File: src/rtl/cronometro_pkg.sv
// Shared types, constants and BCD helpers for the countdown timer.
package cronometro_pkg;

    typedef enum logic [1:0] {
        IDLE  = 2'd0,
        RUN   = 2'd1,
        PAUSE = 2'd2,
        DONE  = 2'd3
    } state_e;

    localparam logic [7:0] BCD_59 = 8'h59;
    localparam logic [7:0] BCD_00 = 8'h00;

    typedef struct packed {
        logic [7:0] hh;
        logic [7:0] mm;
        logic [7:0] ss;
    } count_t;

    // True when a single BCD digit is a legal decimal digit.
    function automatic logic bcd_digit_ok(input logic [3:0] d);
        return d <= 4'd9;
    endfunction

    // True when both digits of a BCD byte are legal.
    function automatic logic bcd_byte_ok(input logic [7:0] v);
        return bcd_digit_ok(v[7:4]) && bcd_digit_ok(v[3:0]);
    endfunction

endpackage

File: src/rtl/bcd_dec_2d.sv
// Combinational two-digit BCD decrement with wrap and borrow-out.
module bcd_dec_2d
    import cronometro_pkg::*;
(
    input  logic [7:0] value_i,
    input  logic [7:0] wrap_i,
    output logic [7:0] value_o,
    output logic       borrow_o
);

    // Decrement one BCD field; 00 wraps to wrap_i and borrows from the next field.
    always_comb begin
        // NOTE: every output gets a default first so no path leaves it unassigned (no latch).
        value_o  = value_i;
        borrow_o = 1'b0;
        if (value_i == BCD_00) begin
            value_o  = wrap_i;
            borrow_o = 1'b1;
        end else if (value_i[3:0] == 4'd0) begin
            value_o = {value_i[7:4] - 4'd1, 4'd9};
        end else begin
            value_o = {value_i[7:4], value_i[3:0] - 4'd1};
        end
    end

endmodule

File: src/rtl/cronometro_regresivo.sv
// BCD HH:MM:SS countdown timer with expiry flag.
// Optional build macro CRONO_BCD_CLAMP_EN: clamp out-of-range load fields
// instead of rejecting the whole load.
module cronometro_regresivo
    import cronometro_pkg::*;
#(
    parameter logic [7:0] HH_MAX      = 8'h23,
    parameter logic       TICK_ACTIVE = 1'b1
) (
    input  logic       CLK,
    input  logic       reset,
    input  logic       tick_1hz,
    input  logic       load,
    input  logic       start,
    input  logic       stop,
    input  logic       ack,
    input  logic [7:0] hh_in,
    input  logic [7:0] mm_in,
    input  logic [7:0] ss_in,
    output logic [7:0] hh,
    output logic [7:0] mm,
    output logic [7:0] ss,
    output logic       fin_crono,
    output logic       activo
);

    state_e state_q, state_d;
    count_t cnt_q, cnt_d;
    logic   fin_q, fin_d;
    logic   activo_q, activo_d;

    count_t dec_cnt;
    logic   ss_borrow, mm_borrow, hh_borrow;
    logic   cnt_nonzero;
    logic   tick;
    logic   load_ok;
    count_t load_val;

    assign tick = (tick_1hz == TICK_ACTIVE);

    bcd_dec_2d u_dec_ss (
        .value_i  (cnt_q.ss),
        .wrap_i   (BCD_59),
        .value_o  (dec_cnt.ss),
        .borrow_o (ss_borrow)
    );

    logic [7:0] mm_dec, hh_dec;

    bcd_dec_2d u_dec_mm (
        .value_i  (cnt_q.mm),
        .wrap_i   (BCD_59),
        .value_o  (mm_dec),
        .borrow_o (mm_borrow)
    );

    // Hours never wrap in practice: a zero count is never decremented.
    bcd_dec_2d u_dec_hh (
        .value_i  (cnt_q.hh),
        .wrap_i   (BCD_00),
        .value_o  (hh_dec),
        .borrow_o (hh_borrow)
    );

    // Ripple the borrows: minutes move only on a seconds borrow, hours on both.
    always_comb begin
        dec_cnt.mm = ss_borrow ? mm_dec : cnt_q.mm;
        dec_cnt.hh = (ss_borrow && mm_borrow) ? hh_dec : cnt_q.hh;
    end

    // All three fields read 00 exactly when every decrementer would borrow.
    assign cnt_nonzero = !(ss_borrow && mm_borrow && hh_borrow);

`ifdef CRONO_BCD_CLAMP_EN
    function automatic logic [7:0] clamp_ms(input logic [7:0] v);
        if (!bcd_byte_ok(v) || v > BCD_59) return BCD_59;
        return v;
    endfunction

    function automatic logic [7:0] clamp_hh(input logic [7:0] v);
        if (!bcd_byte_ok(v) || v > HH_MAX) return HH_MAX;
        return v;
    endfunction

    // Every load is accepted; each field is clamped on its own.
    always_comb begin
        load_ok     = 1'b1;
        load_val.hh = clamp_hh(hh_in);
        load_val.mm = clamp_ms(mm_in);
        load_val.ss = clamp_ms(ss_in);
    end
`else
    // A load is taken only if every field is legal BCD within its limit.
    always_comb begin
        load_val.hh = hh_in;
        load_val.mm = mm_in;
        load_val.ss = ss_in;
        load_ok     = bcd_byte_ok(hh_in) && bcd_byte_ok(mm_in) && bcd_byte_ok(ss_in)
                      && (hh_in <= HH_MAX) && (mm_in <= BCD_59) && (ss_in <= BCD_59);
    end
`endif

    // Next-state, count and flag logic; priority load > ack > stop > start > tick.
    always_comb begin
        state_d = state_q;
        cnt_d   = cnt_q;
        fin_d   = fin_q;
        if (load) begin
            // A rejected load leaves everything untouched and still owns the cycle.
            if (load_ok) begin
                cnt_d   = load_val;
                state_d = IDLE;
                fin_d   = 1'b0;
            end
        end else if (ack) begin
            if (state_q == DONE) begin
                state_d = IDLE;
                fin_d   = 1'b0;
            end
        end else if (stop) begin
            if (state_q == RUN) state_d = PAUSE;
        end else if (start) begin
            if ((state_q == IDLE && cnt_nonzero) || state_q == PAUSE) state_d = RUN;
        end else if (tick && state_q == RUN) begin
            cnt_d = dec_cnt;
            if (dec_cnt == '0) begin
                state_d = DONE;
                fin_d   = 1'b1;
            end
        end
        activo_d = (state_d == RUN);
    end

    // State, count and flag registers with asynchronous clear.
    always_ff @(posedge CLK or negedge reset) begin
        if (!reset) begin
            state_q  <= IDLE;
            cnt_q    <= '0;
            fin_q    <= 1'b0;
            activo_q <= 1'b0;
        end else begin
            // NOTE: non-blocking assignments so every flop samples pre-edge values.
            state_q  <= state_d;
            cnt_q    <= cnt_d;
            fin_q    <= fin_d;
            activo_q <= activo_d;
        end
    end

    assign hh        = cnt_q.hh;
    assign mm        = cnt_q.mm;
    assign ss        = cnt_q.ss;
    assign fin_crono = fin_q;
    assign activo    = activo_q;

endmodule

File: config.mk
export PLATFORM = sky130hd
export DESIGN_NAME = cronometro_regresivo
export DESIGN_NICKNAME = d
export VERILOG_FILES = /design/src/rtl/cronometro_pkg.sv /design/src/rtl/bcd_dec_2d.sv /design/src/rtl/cronometro_regresivo.sv
export SDC_FILE = /design/constraint.sdc
export NUM_CORES = 1
export LEC_CHECK = 0
export CAP_MARGIN = 20
export CORE_MARGIN = 2
export CORE_UTILIZATION = 35
export DETAILED_ROUTE_END_ITERATION = 8
export PLACE_DENSITY = 0.63
export SETUP_SLACK_MARGIN = 0.15
export SYNTH_ARGS = -nofsm -noshare
export SYNTH_HDL_FRONTEND = slang
export SYNTH_SLANG_ARGS = --single-unit
File: constraint.sdc
create_clock -name CLK -period 5.6 [get_ports CLK]
set_clock_uncertainty 0.2 [all_clocks]
set_input_delay 0.84 -clock CLK [delete_from_list [all_inputs] [get_ports CLK]]
set_output_delay 0.84 -clock CLK [all_outputs]
set_load 0.03 [all_outputs]
## Word level (Yosys, flattened, before mapping)

Index checks and enable logic that the tools add are counted.

- Register bits: 28
- Latch bits: 0
- RAM bits: 0
- Memory bits (read-only): 0
- Bits of input ports: 31
- Output and inout port bits: 26
- Word-level logic and storage cells: 94
- Memories: 0

- Add/subtract/negate cells: 6
- Multipliers: 0
- Divide/modulo/power cells: 0
- $lt $le $gt $ge: 9
- Eq/ne operators: 11
- Shifts and indexed selects: 0
- Muxes and demuxes: 35
- Bitwise operators: 0
- Reduce and logical (&&, ||, !) cells: 27

Operators by type and width:

| operator | count |
|---|---|
| $mux W24 | 6 |
| $mux W8 | 8 |
| $le A4 B4 Y1 const B | 6 |
| $logic_not A24 Y1 | 1 |
| $logic_not A8 Y1 | 3 |
| $sub A4 B1 Y4 const B | 6 |
| $mux W2 | 10 |
| $le A8 B7 Y1 const B | 2 |
| $logic_and A1 B1 Y1 | 12 |
| $logic_not A4 Y1 | 3 |
| $mux W1 | 11 |
| $ne A3 B2 Y1 const B | 3 |
| $le A8 B6 Y1 const B | 1 |
| $ne A2 B2 Y1 const B | 3 |
| $reduce_and A6 Y1 | 1 |
| $reduce_bool A3 Y1 | 2 |
| $reduce_and A5 Y1 | 1 |
| $eq A2 B1 Y1 const B | 2 |
| $eq A2 B2 Y1 const B | 2 |
| $logic_not A2 Y1 | 1 |
| $ne A2 B1 Y1 const B | 1 |
| $reduce_bool A2 Y1 | 1 |
| $logic_not A1 Y1 | 1 |
| $logic_or A1 B1 Y1 | 1 |

## Depth between registers and ports, before layout

Gate-level depths: netlist (run 1).

- Depth after elaboration: 13
- Depth in mapped cells: 9
- Mapped depth without buffers: 8

## Cells and area by module

A second synthesis (run 1) with hierarchy kept.

- Cells, all modules: 261
- Area total of the unflattened synthesis: 2184.6 sq um

Modules (own cells, without submodules):

| module | times used | cells each | area each (sq um) | seq. area each (sq um) |
|---|---|---|---|---|
| cronometro_regresivo | 1 | 156 | 1520.2 | 700.7 |
| bcd_dec_2d | 3 | 35 | 221.5 | 0.0 |

## Least setup slack after synthesis (run 1)

OpenSTA, ideal clock, no wires.

- Kind: register to register
- Start: reg cnt_q, in the netlist mm[0]
- End: reg activo_q, in the netlist activo
- Library setup time: 136 ps
- Arrival time: 2394 ps
- Required time: 5264 ps
- Slack: 2870 ps
- Stages on the path, launching flop included: 10
- Buffers on the path: 1
- Clock period less this slack: 2730 ps
- Cell sequence: dfrtp_1 > clkbuf_1 > inv_1 > ha_1 > nor3b_2 > nand3_2 > nor4_2 > mux2_1 > nor4_2 > nor3b_2

- Word-level cells in the longest chain between the ends: 13
- Elaborated cells between the ends (all ways): 22
- Classes of those cells: add/sub (1); eq/ne (1); mux (12); reduce/logical (8)

RTL lines:

| item | line | text |
|---|---|---|
| from (decl) | cronometro_regresivo.sv:28 | `count_t cnt_q, cnt_d;` |
| from (signal assigned) | cronometro_regresivo.sv:144 | `cnt_q <= cnt_d;` |
| parallel branches: the longest is 8 deep, another holds $sub A4 B1 Y4 | - |  |
| $mux W2 * | cronometro_regresivo.sv:122 | `end else if (start) begin` |
| $mux W2 * | cronometro_regresivo.sv:120 | `end else if (stop) begin` |
| $mux W2 * | cronometro_regresivo.sv:115 | `end else if (ack) begin` |
| $mux W2 * | cronometro_regresivo.sv:108 | `if (load) begin` |
| $eq A2 B1 Y1 * | cronometro_regresivo.sv:131 | `activo_d = (state_d == RUN);` |
| named net activo_d | cronometro_regresivo.sv:30 | `logic activo_q, activo_d;` |
| to (signal assigned) | cronometro_regresivo.sv:146 | `activo_q <= activo_d;` |
| to (decl) | cronometro_regresivo.sv:30 |  |

Mark *: on every way through the listed nets, which the timed path passes.
A chain may end at the register's enable or synchronous reset.

## Final worst setup path (run 1)

- Start: in load
- End: reg cnt_q, in the netlist mm[1]

- Word-level cells in the longest chain between the ends: 2
- Elaborated cells between the ends (all ways): 7
- Classes of those cells: eq/ne (4); mux (1); reduce/logical (2)

RTL lines:

| item | line | text |
|---|---|---|
| from (decl) | cronometro_regresivo.sv:13 | `input logic load,` |
| $ne A2 B1 Y1 (no source line), or another cell as far along | - |  |
| $reduce_and A5 Y1 (no source line) | - |  |

Several ways; a longest one is shown, not always the timed one.

==> impl_results.md, run 1 <==
- Seq/Total Area, Yosys: a little under a third
- Worst VDD drop: ~160 µV
- Setup TNS: 0 ps
- Core ar.: around 0.0060 mm²
- Hold path start: fin_crono
- Drc violations: 0
- Cts repair resizes: 0
- Clock sinks: 28
- Top_reg_cell synth: dfrtp_1
- TritonCTS buffer count: 3
- Post-synth EDFFs: 0
- Relative slew slack: between 40% and 50%
- Vias/cell: 5.84
- Max stage delay on crit path: 1000 ps
- Top-count cell post-synth: o21ai_0
- Crit path capture type: flip-flop
- FMAX: 0.313 GHz
- Syn_nets: 300
- Post-synth top area share: 31.6%
- Antenna violations before repair: 0
- Die area: approximately 0.0070 mm²
- CP Launch Type: input pin
- Design area: 0.00293 mm²
- Slew @ Worst Pin: 810 ps
- Hold Path Class: flip-flop to flip-flop
- GRT Total Usage: between 10% and 20%
- Cell Pwr Density: about 300 mW/mm²
- Diode count: 0
- PortBufs: between 50 and 60
- DRT antenna net count: 0
- Layout cells sized above 1: between 8 and 9%
- Total grt overflow: 0
- RR Startpoint: ss[4]
- Ys Warns: 0
- Final Total Pwr: a little under 900 µW
- Row cnt: 28
- Top cells by instance count after synthesis: 32 x o21ai_0, 28 x dfrtp_1, 20 x nor2_1
- First-pass GRT wire length: approximately 11 mm
- Mapped Area: between 0.002 and 0.0025 mm²
- Io pins: 57
- Final Core Density: around half
- Post-synthesis cell count: 260
- Average size of a mapped cell: 8.52 µm²
- Wirelength, routed: approximately 6.8 mm
- Max FO, Critical Path: 25
- DIE WIDTH: ~84 µm
- Post-CTS Setup Bufs: 0
- Later-pin clock latency in the skew report: between 200 and 300 ps
- Clk slew on worst S/H paths: approximately 110 ps
- Clk root buf: clkbuf_8
- Max Cap Viol: 0
- Top post-synthesis cells by area: dfrtp_1 32%, o21ai_0 7.2%, ha_1 5.1%
- Hold buffer count at CTS: 0
- RSZ-0062 raised after global routing: no
- Status: finished, final reports clean
- Critical Path, Cell by Cell: clkdlybuf4s50_1 -> clkinv_1 -> mux2_2 -> o22a_1
- Critical Path Start: load
- # setup viols final: 0
- Chip Height: around 84 µm
- Post-DP HPWL: ~5 mm
- Syn-to-layout area delta: 32.4%
- Initial Util: 36.8%
- Worst endpoint required time: around 5600 ps
- Async SR Flop Fraction: 100%
- Critical path class: input pin to flip-flop
- Vias in the first global route: 2135
- H-tree level count: 1
- DR pass1 iterations: 5
- Synth Register Bits: 28
- Leak Pwr: roughly 1.1 nW
- NumNets Final: around 360
- TritonCTS clock tree: done
- Post-route minimum period: approximately 3200 ps
- Worst-case clock buffer depth: 2
- Netlist cell types: 58
- Final Hold Vio Count: 0
- Pins over their slew limit: 0
- Arr. time, crit path: roughly 3200 ps
- Via count: 2272
- Largest net degree at the start of global routing: 29
- Area leader, netlist: dfrtp_1
- GP Congestion: about 0.95
- Tcrit/Tclk final: 57.0%
- DR WL/cell: 17.4 µm
- Slowest stage cell, crit path: clkdlybuf4s50_1
- Post-DP Area: approximately 0.0029 mm²
- DRT iter0 DRCs: a little over 200
==> power by group <==
part | switching [mW] | internal (mW)
combinational | 0.252 | 0.183
sequential | 0.0492 | 0.227
clock | 0.0725 | 0.0958
==> per-layer routing <==
metal | part of all wire (%) | vias to the layer above | GRT usage, %
li1 | - | 1116 | -
met1 | 48 | 1064 | 28.3
met2 | 46 | 90 | 30.8
met3 | 5.6 | 2 | 1.38
met4 | 0.60 | 0 | 3.81
met5 | 0 | - | 0
==> registers in the layout, indices dropped and copies added, names as in the netlist <==
| signal | cells |
|---|---|
| fin_crono | 1 |
| activo | 1 |
| state_q | 2 |
| hh | 8 |
| ss | 8 |
| mm | 8 |
==> worst paths after layout <==
check / to / slack (ps) / cells after the start
max in group asynchronous: fin_crono / 4190 / 2
worst min-delay path: fin_crono / 290 / 1
worst max-delay path: mm[1] / 2410 / 4
worst min register to register: fin_crono / 290 / 1
worst max register to register: state_q[1] / 2530 / 8
min in group asynchronous: ss[2] / 730 / 2
==> area by class of cell <==
cell class,instances,area [µm²]
Fill cell,596,3090
Multi-Input combinational cell,208,1430
Sequential cell,28,701
Timing Repair Buffer,60,591
Tap cell,75,93.8
Inverter,14,52.6
Clock buffer,3,41.3
Clock inverter,1,30.0
==> metrics by stage <==
step	instances	setup WS [ps]	hold WS, ps
after CTS	389	2440	295
final	389	2410	286
after global placement	385	2170	267
after detailed placement	385	2110	270
after floorplan	260	2870	344
after global routing	389	2160	305
==> placed cells by master, fill, tap and decap left out, types with 7 or more instances in the layout <==
| cell | netlist | routed |
|---|---|---|
| nor4_1 | 9 | 9 |
| nand2_1 | 17 | 17 |
| dfrtp_1 | 28 | 28 |
| nor3_1 | 7 | 7 |
| inv_1 | 13 | 13 |
| nand4_1 | 8 | 8 |
| clkdlybuf4s50_1 | 0 | 56 |
| nor2_1 | 20 | 20 |
| ha_1 | 9 | 9 |
| a21oi_1 | 18 | 18 |
| o21ai_0 | 32 | 32 |
==> cells by family (layout without fill, tap and decap cells) <==
| kind of cell | count (synthesis) | count (layout) | share of synthesized area (%) |
|---|---|---|---|
| DFF | 28 | 28 | 31.6 |
| and+or+nand+nor | 99 | 99 | 29.6 |
| AOI/OAI and AO/OA | 98 | 98 | 28.6 |
| buffers and inverters | 24 | 78 | 4.07 |
| adders and majority gates | 9 | 9 | 5.08 |
| muxes | 2 | 2 | 1.02 |
==> critical path: cells and delay by family <==
family	cells	cell delay, ps
buffers and inverters	2	1690
multiplexers	1	450
AO/OA/AOI/OAI	1	190
No activity file was read; power rests on OpenSTA's default activity.
==> inputs of run 2 (changes only) <==
==> constraint.sdc (replaced) <==
create_clock -name CLK -period 3.1 [get_ports CLK]
set_clock_uncertainty 0.2 [all_clocks]
set_input_delay 0.465 -clock CLK [delete_from_list [all_inputs] [get_ports CLK]]
set_output_delay 0.465 -clock CLK [all_outputs]
set_load 0.03 [all_outputs]
==> run 2 against run 1 <==
Critical path depth rose by 4. Critical path type is now flip-flop to flip-flop. Combinational power rose by 89%. Setup slack got worse by 2100 ps. Sequential power rose by 82%. Sequential share of layout area fell by 0.62 points. Largest cell class unchanged.
==> impl_results.md, run 2 (same netlist as run 1, synthesis figures left out) <==
- Vias in the first global route: 2282
- Most frequent cells in the layout: 56 x clkdlybuf4s50_1, 32 x o21ai_0, 28 x dfrtp_1
- Relative slew slack: between 40% and 50%
- DIE WIDTH: between 80 and 90 µm
- DR pass1 iterations: 4
- Post-CTS Setup Bufs: 0
- Layout cells sized above 1: about 11%
- First-pass GRT wire length: between 10 and 15 mm
- GP Congestion: about 0.84
- Wirelength, routed: between 7 and 8 mm
- Largest net degree at the start of global routing: 29
- Crit path max-delay family: compound AO/OA/AOI/OAI gates
- Hold Path Class: flip-flop to flip-flop
- Antenna violations before repair: 0
- Initial Util: a little under two fifths
- DRT iter0 DRCs: roughly 190
- Logic pwr share: approximately 53%
- Max FO, Critical Path: 6
- Post-route minimum period: ~2800 ps
- Post-DP HPWL: 5.30 mm
- Chip Height: about 84 µm
- TritonCTS clock tree: done
- Critical path class: flip-flop to flip-flop
- CP Launch Type: flip-flop
- Status: finished, final reports clean
- Net Sw Frac: around 43%
- Final Hold Vio Count: 0
- Die area: between 0.006 and 0.007 mm²
- Later-pin clock latency in the skew report: approximately 280 ps
- Filler instances: 578
- GRT Total Usage: 20.2%
- DR WL/cell: between 15 and 20 µm
- Final Total Pwr: about 1.6 mW
- Reg power frac: about 32%
- Clk slew on worst S/H paths: roughly 90 ps
- H-tree level count: 1
- Clk root buf: clkbuf_8
- Worst-case clock buffer depth: 2
- Crit path capture type: flip-flop
- Arr. time, crit path: between 2000 and 3000 ps
- Seq. cell area: approximately 700 µm²
- Area of the multi-input gates: 0.00144 mm²
- Slowest stage cell, crit path: dfrtp_1
- Critical Path, Cell by Cell: inv_1 -> ha_1 -> or3b_1 -> a311o_1 -> a211oi_1 -> o211ai_1 -> nor4_2 -> or2_1
- Syn-to-layout area delta: 36.0%
- Clock sinks: 28
- Max stage delay on crit path: ~460 ps
- Min Hold Slack: approximately 300 ps
- Net Sw Power: 674 µW
- CP bufs+invs: 1
- Internal Pwr Total: about 880 µW
- Clock Power Share: ~15%
- Total grt overflow: 0
- PortBufs: between 50 and 60
- Io pins: 57
- # setup viols final: 0
- DRT antenna net count: 0
- FMAX: 0.363 GHz
- Leak Pwr: between 1 and 1.5 nW
- TritonCTS buffer count: 3
- Worst endpoint required time: 3120 ps
- Tcrit/Tclk final: approximately 89%
- Setup TNS: 0 ps
- Via count: about 2400
- Core ar.: roughly 0.006 mm²
- Diode count: 0
- Max Cap Viol: 0
- Cell Pwr Density: ~520 mW/mm²
- Commonest non-fill, non-tap cell in the layout: clkdlybuf4s50_1
- Vias/cell: 5.98
- NumNets Final: about 360
- Worst VDD drop: ~300 µV
- RSZ-0062 raised after global routing: no
- Pins over their slew limit: 0
- Row cnt: 28
- Slew @ Worst Pin: a little over 800 ps
- Drc violations: 0
-- run 2: changes by cell type in the layout (fill, tap and decap cells not counted) --
cell | before | now
nor3b_2 | 3 | 2
buf_12 | 0 | 1
nor4_2 | 2 | 1
nor3b_4 | 0 | 1
bufinv_16 | 1 | 0
nor4_4 | 2 | 3
clkbuf_8 | 3 | 4
buf_4 | 4 | 12
-- run 2: through the flow --
stage                     cell area (µm²)  utilization, %  instances  worst slack (ps)
after floorplan                      2220               -        260               370
after global placement               2940            48.8        394               307
after detailed placement             2940            48.8        394               300
after CTS                            3000            49.8        398               274
after global routing                 3010            50.0        398               217
final                                3010            50.0        398               346
-- run 2: timing repair --
item	in CTS	in global routing
setup endpoints to repair	0	3
hold buffers	0	0
resized for setup	0	2
-- run 2: metal layers --
metal	wire length (µm)	vias up	global-route usage [%]
met5	0	-	0
met1	3310	1137	28.7
met3	442	10	2.47
li1	-	1138	-
met4	136	0	7.04
met2	3170	94	31.6
-- run 2: path summary, 6_finish.rpt --
kind / from / end / slack (ps) / cells after the start
min in group asynchronous: reset / hh[4] / 360 / 2
min reg2reg: fin_crono / fin_crono / 300 / 1
max in group asynchronous: reset / mm[3] / 2080 / 2
min: fin_crono / fin_crono / 300 / 1
max reg2reg: hh[4] / state_q[1] / 350 / 8
max: hh[4] / state_q[1] / 350 / 8
-- run 2: cell type report --
class / instances / share of cell area (%)
multi-input cells: 208 / 47.8
flip-flops and latches: 28 / 23.3
repair buffers: 69 / 22.3
well taps: 75 / 3.11
clock buffers: 4 / 1.83
inverters: 14 / 1.74
-- run 2: power groups by stage --
stage               clock (mW)  combinational [mW]  sequential, mW
floorplan                    0               0.450           0.569
global placement             0               0.801           0.506
detailed placement           0               0.804           0.504
CTS                      0.240               0.807           0.498
global route             0.262               0.884           0.513
finish                   0.231               0.823           0.502
==> inputs of run 3 (changes only) <==
--- a/config.mk
+++ b/config.mk
@@ -6,6 +6,7 @@
 export NUM_CORES = 1
 export LEC_CHECK = 0
 export CAP_MARGIN = 20
+export CORE_ASPECT_RATIO = 1.75
 export CORE_MARGIN = 2
 export CORE_UTILIZATION = 35
 export DETAILED_ROUTE_END_ITERATION = 8
==> constraint.sdc (replaced) <==
create_clock -name CLK -period 3.1 [get_ports CLK]
set_clock_uncertainty 0.2 [all_clocks]
set_input_delay 0.465 -clock CLK [delete_from_list [all_inputs] [get_ports CLK]]
set_output_delay 0.465 -clock CLK [all_outputs]
set_load 0.005 [all_outputs]
==> run 3 against run 2 <==
Sequential share of layout area up 0.28 points. First-iteration DRC count down 21%. Clock-buffer cell count down 1. Sequential cell count unchanged. Non-clock buffer count down 1. Critical path type unchanged. Largest cell class unchanged. Largest power group unchanged. Highest routed layer unchanged.
==> impl_results.md, run 3 (same netlist as run 1, synthesis figures left out) <==
- Diode count: 0
- FMAX: ~0.36 GHz
- Total grt overflow: 0
- Wirelength, routed: roughly 7 mm
- Crit path max-delay family: simple AND/OR/NAND/NOR gates
- Via count: about 2300
- Design area: around 0.0030 mm²
- Slowest stage cell, crit path: dfrtp_1
- Critical Path Start: mm[0]
- RR Startpoint: mm[0]
- Drc violations: 0
- Clock sinks: 28
- Layout cells sized above 1: 10.6%
- Worst endpoint required time: 3050 ps
- TritonCTS buffer count: 3
- DRT iter0 DRCs: around 150
- CP bufs+invs: 1
- Io pins: 57
- NumNets Final: between 300 and 400
- Later-pin clock latency in the skew report: roughly 280 ps
- Vias/cell: between 5 and 6
- Row cnt: 38
- Filler instances: around 630
- Most frequent cells in the layout: 56 x clkdlybuf4s50_1, 32 x o21ai_0, 28 x dfrtp_1
- Pins over their slew limit: 0
- Final Hold Vio Count: 0
- Hold path start: fin_crono
- Core ar.: 0.00618 mm²
- Pre-CTS WS: ~340 ps
- Leak Pwr: roughly 1.1 nW
- Hold Path Class: flip-flop to flip-flop
- Vias in the first global route: ~2400
- Max stage delay on crit path: ~500 ps
- Antenna violations before repair: 0
- Final Core Density: approximately half
- Syn-to-layout area delta: 34.3%
- Hold buffer count at CTS: 0
- Max Cap Viol: 0
- Chip Height: roughly 110 µm
- Slew @ Worst Pin: about 520 ps
- Critical path class: flip-flop to flip-flop
- Critical Path, Cell by Cell: inv_1 -> ha_1 -> nor3b_2 -> nand3_2 -> nor4_2 -> mux2_1 -> nor4_2 -> nor3b_2
- Final cell count without fillers: 401
- Initial Util: a little over a third
- Clk slew on worst S/H paths: 100 ps
- DIE WIDTH: about 64 µm
- Clk root buf: clkbuf_8
- Crit path capture type: flip-flop
- RSZ-0062 raised after global routing: no
- Worst VDD drop: 328 µV
- Post-DP HPWL: approximately 5.3 mm
- Setup TNS: 0 ps
- Commonest non-fill, non-tap cell in the layout: clkdlybuf4s50_1
- H-tree level count: 1
- # setup viols final: 0
- Tcrit/Tclk final: 90.5%
- Min Hold Slack: roughly 290 ps
- DR WL/cell: 17.4 µm
- PortBufs: 56
- Post-route minimum period: 2800 ps
- DR pass1 iterations: 4
- Cell Pwr Density: about 480 mW/mm²
- Status: finished, final reports clean
- Post-DP Area: 0.00293 mm²
- Inst Count DP: 398
- Arr. time, crit path: 2760 ps
- CP Launch Type: flip-flop
- Relative slew slack: between 60% and 70%
- Max FO, Critical Path: 9
- Die area: 0.00701 mm²
- Worst Slack Setup Final: 295 ps
- Worst-case clock buffer depth: 2
- GP Congestion: ~0.87
- Final Total Pwr: around 1.4 mW
- DRT antenna net count: 0
- First-pass GRT wire length: around 11 mm
- TritonCTS clock tree: done
- Largest net degree at the start of global routing: 29
- GRT Total Usage: around a fifth
-- run 3: changes by cell type in the layout (fill, tap and decap cells not counted), sizes merged --
cell	before	now
clkbuf	4	3
buf	13	12
-- run 3: power by group --
part	switching [mW]	total (mW)	internal [mW]
logic	0.365	0.721	0.356
registers	0.0876	0.498	0.410
clock network	0.118	0.206	0.0875
total	0.571	1.42	0.854
-- run 3: repair_timing --
| item | in CTS | in global routing |
|---|---|---|
| hold endpoints to repair | 0 | 0 |
| resized for setup | 0 | 1 |
| buffers inserted | 0 | 0 |
| endpoints found under the setup margin | 0 | 3 |
-- run 3: worst reg2reg max path, stage by stage, from the launching register on --
cell     delay [ps]
dfrtp_1         500
inv_1           130
ha_1            160
nor3b_2         420
nand3_2         150
nor4_2          270
mux2_1          390
nor4_2          360
nor3b_2         100
-- run 3: final cells by class --
class / count / area, µm² / area share (%)
Inverter: 14 / 52.6 / 1.77
Timing Repair Buffer: 68 / 651 / 21.9
Clock buffer: 3 / 41.3 / 1.39
Sequential cell: 28 / 701 / 23.5
Multi-Input combinational cell: 208 / 1430 / 48.1
Tap cell: 80 / 100 / 3.36
-- run 3: routing by layer --
layer  vias to the layer above  global-route usage [%]  wire (µm)
met5                         -                       0          0
met4                         0                    8.97        145
met3                        12                    1.96        244
met2                        66                    37.9       3740
met1                      1118                    23.7       2860
li1                       1131                       -          -
-- run 3: worst paths after layout --
kind	cells after the start	endpoint	slack, ps
worst max register to register	8	activo	300
worst min register to register	1	fin_crono	290
worst min-delay path	1	fin_crono	290
min in group asynchronous	2	ss[6]	370
worst max-delay path	8	activo	300
max in group asynchronous	2	hh[6]	2050
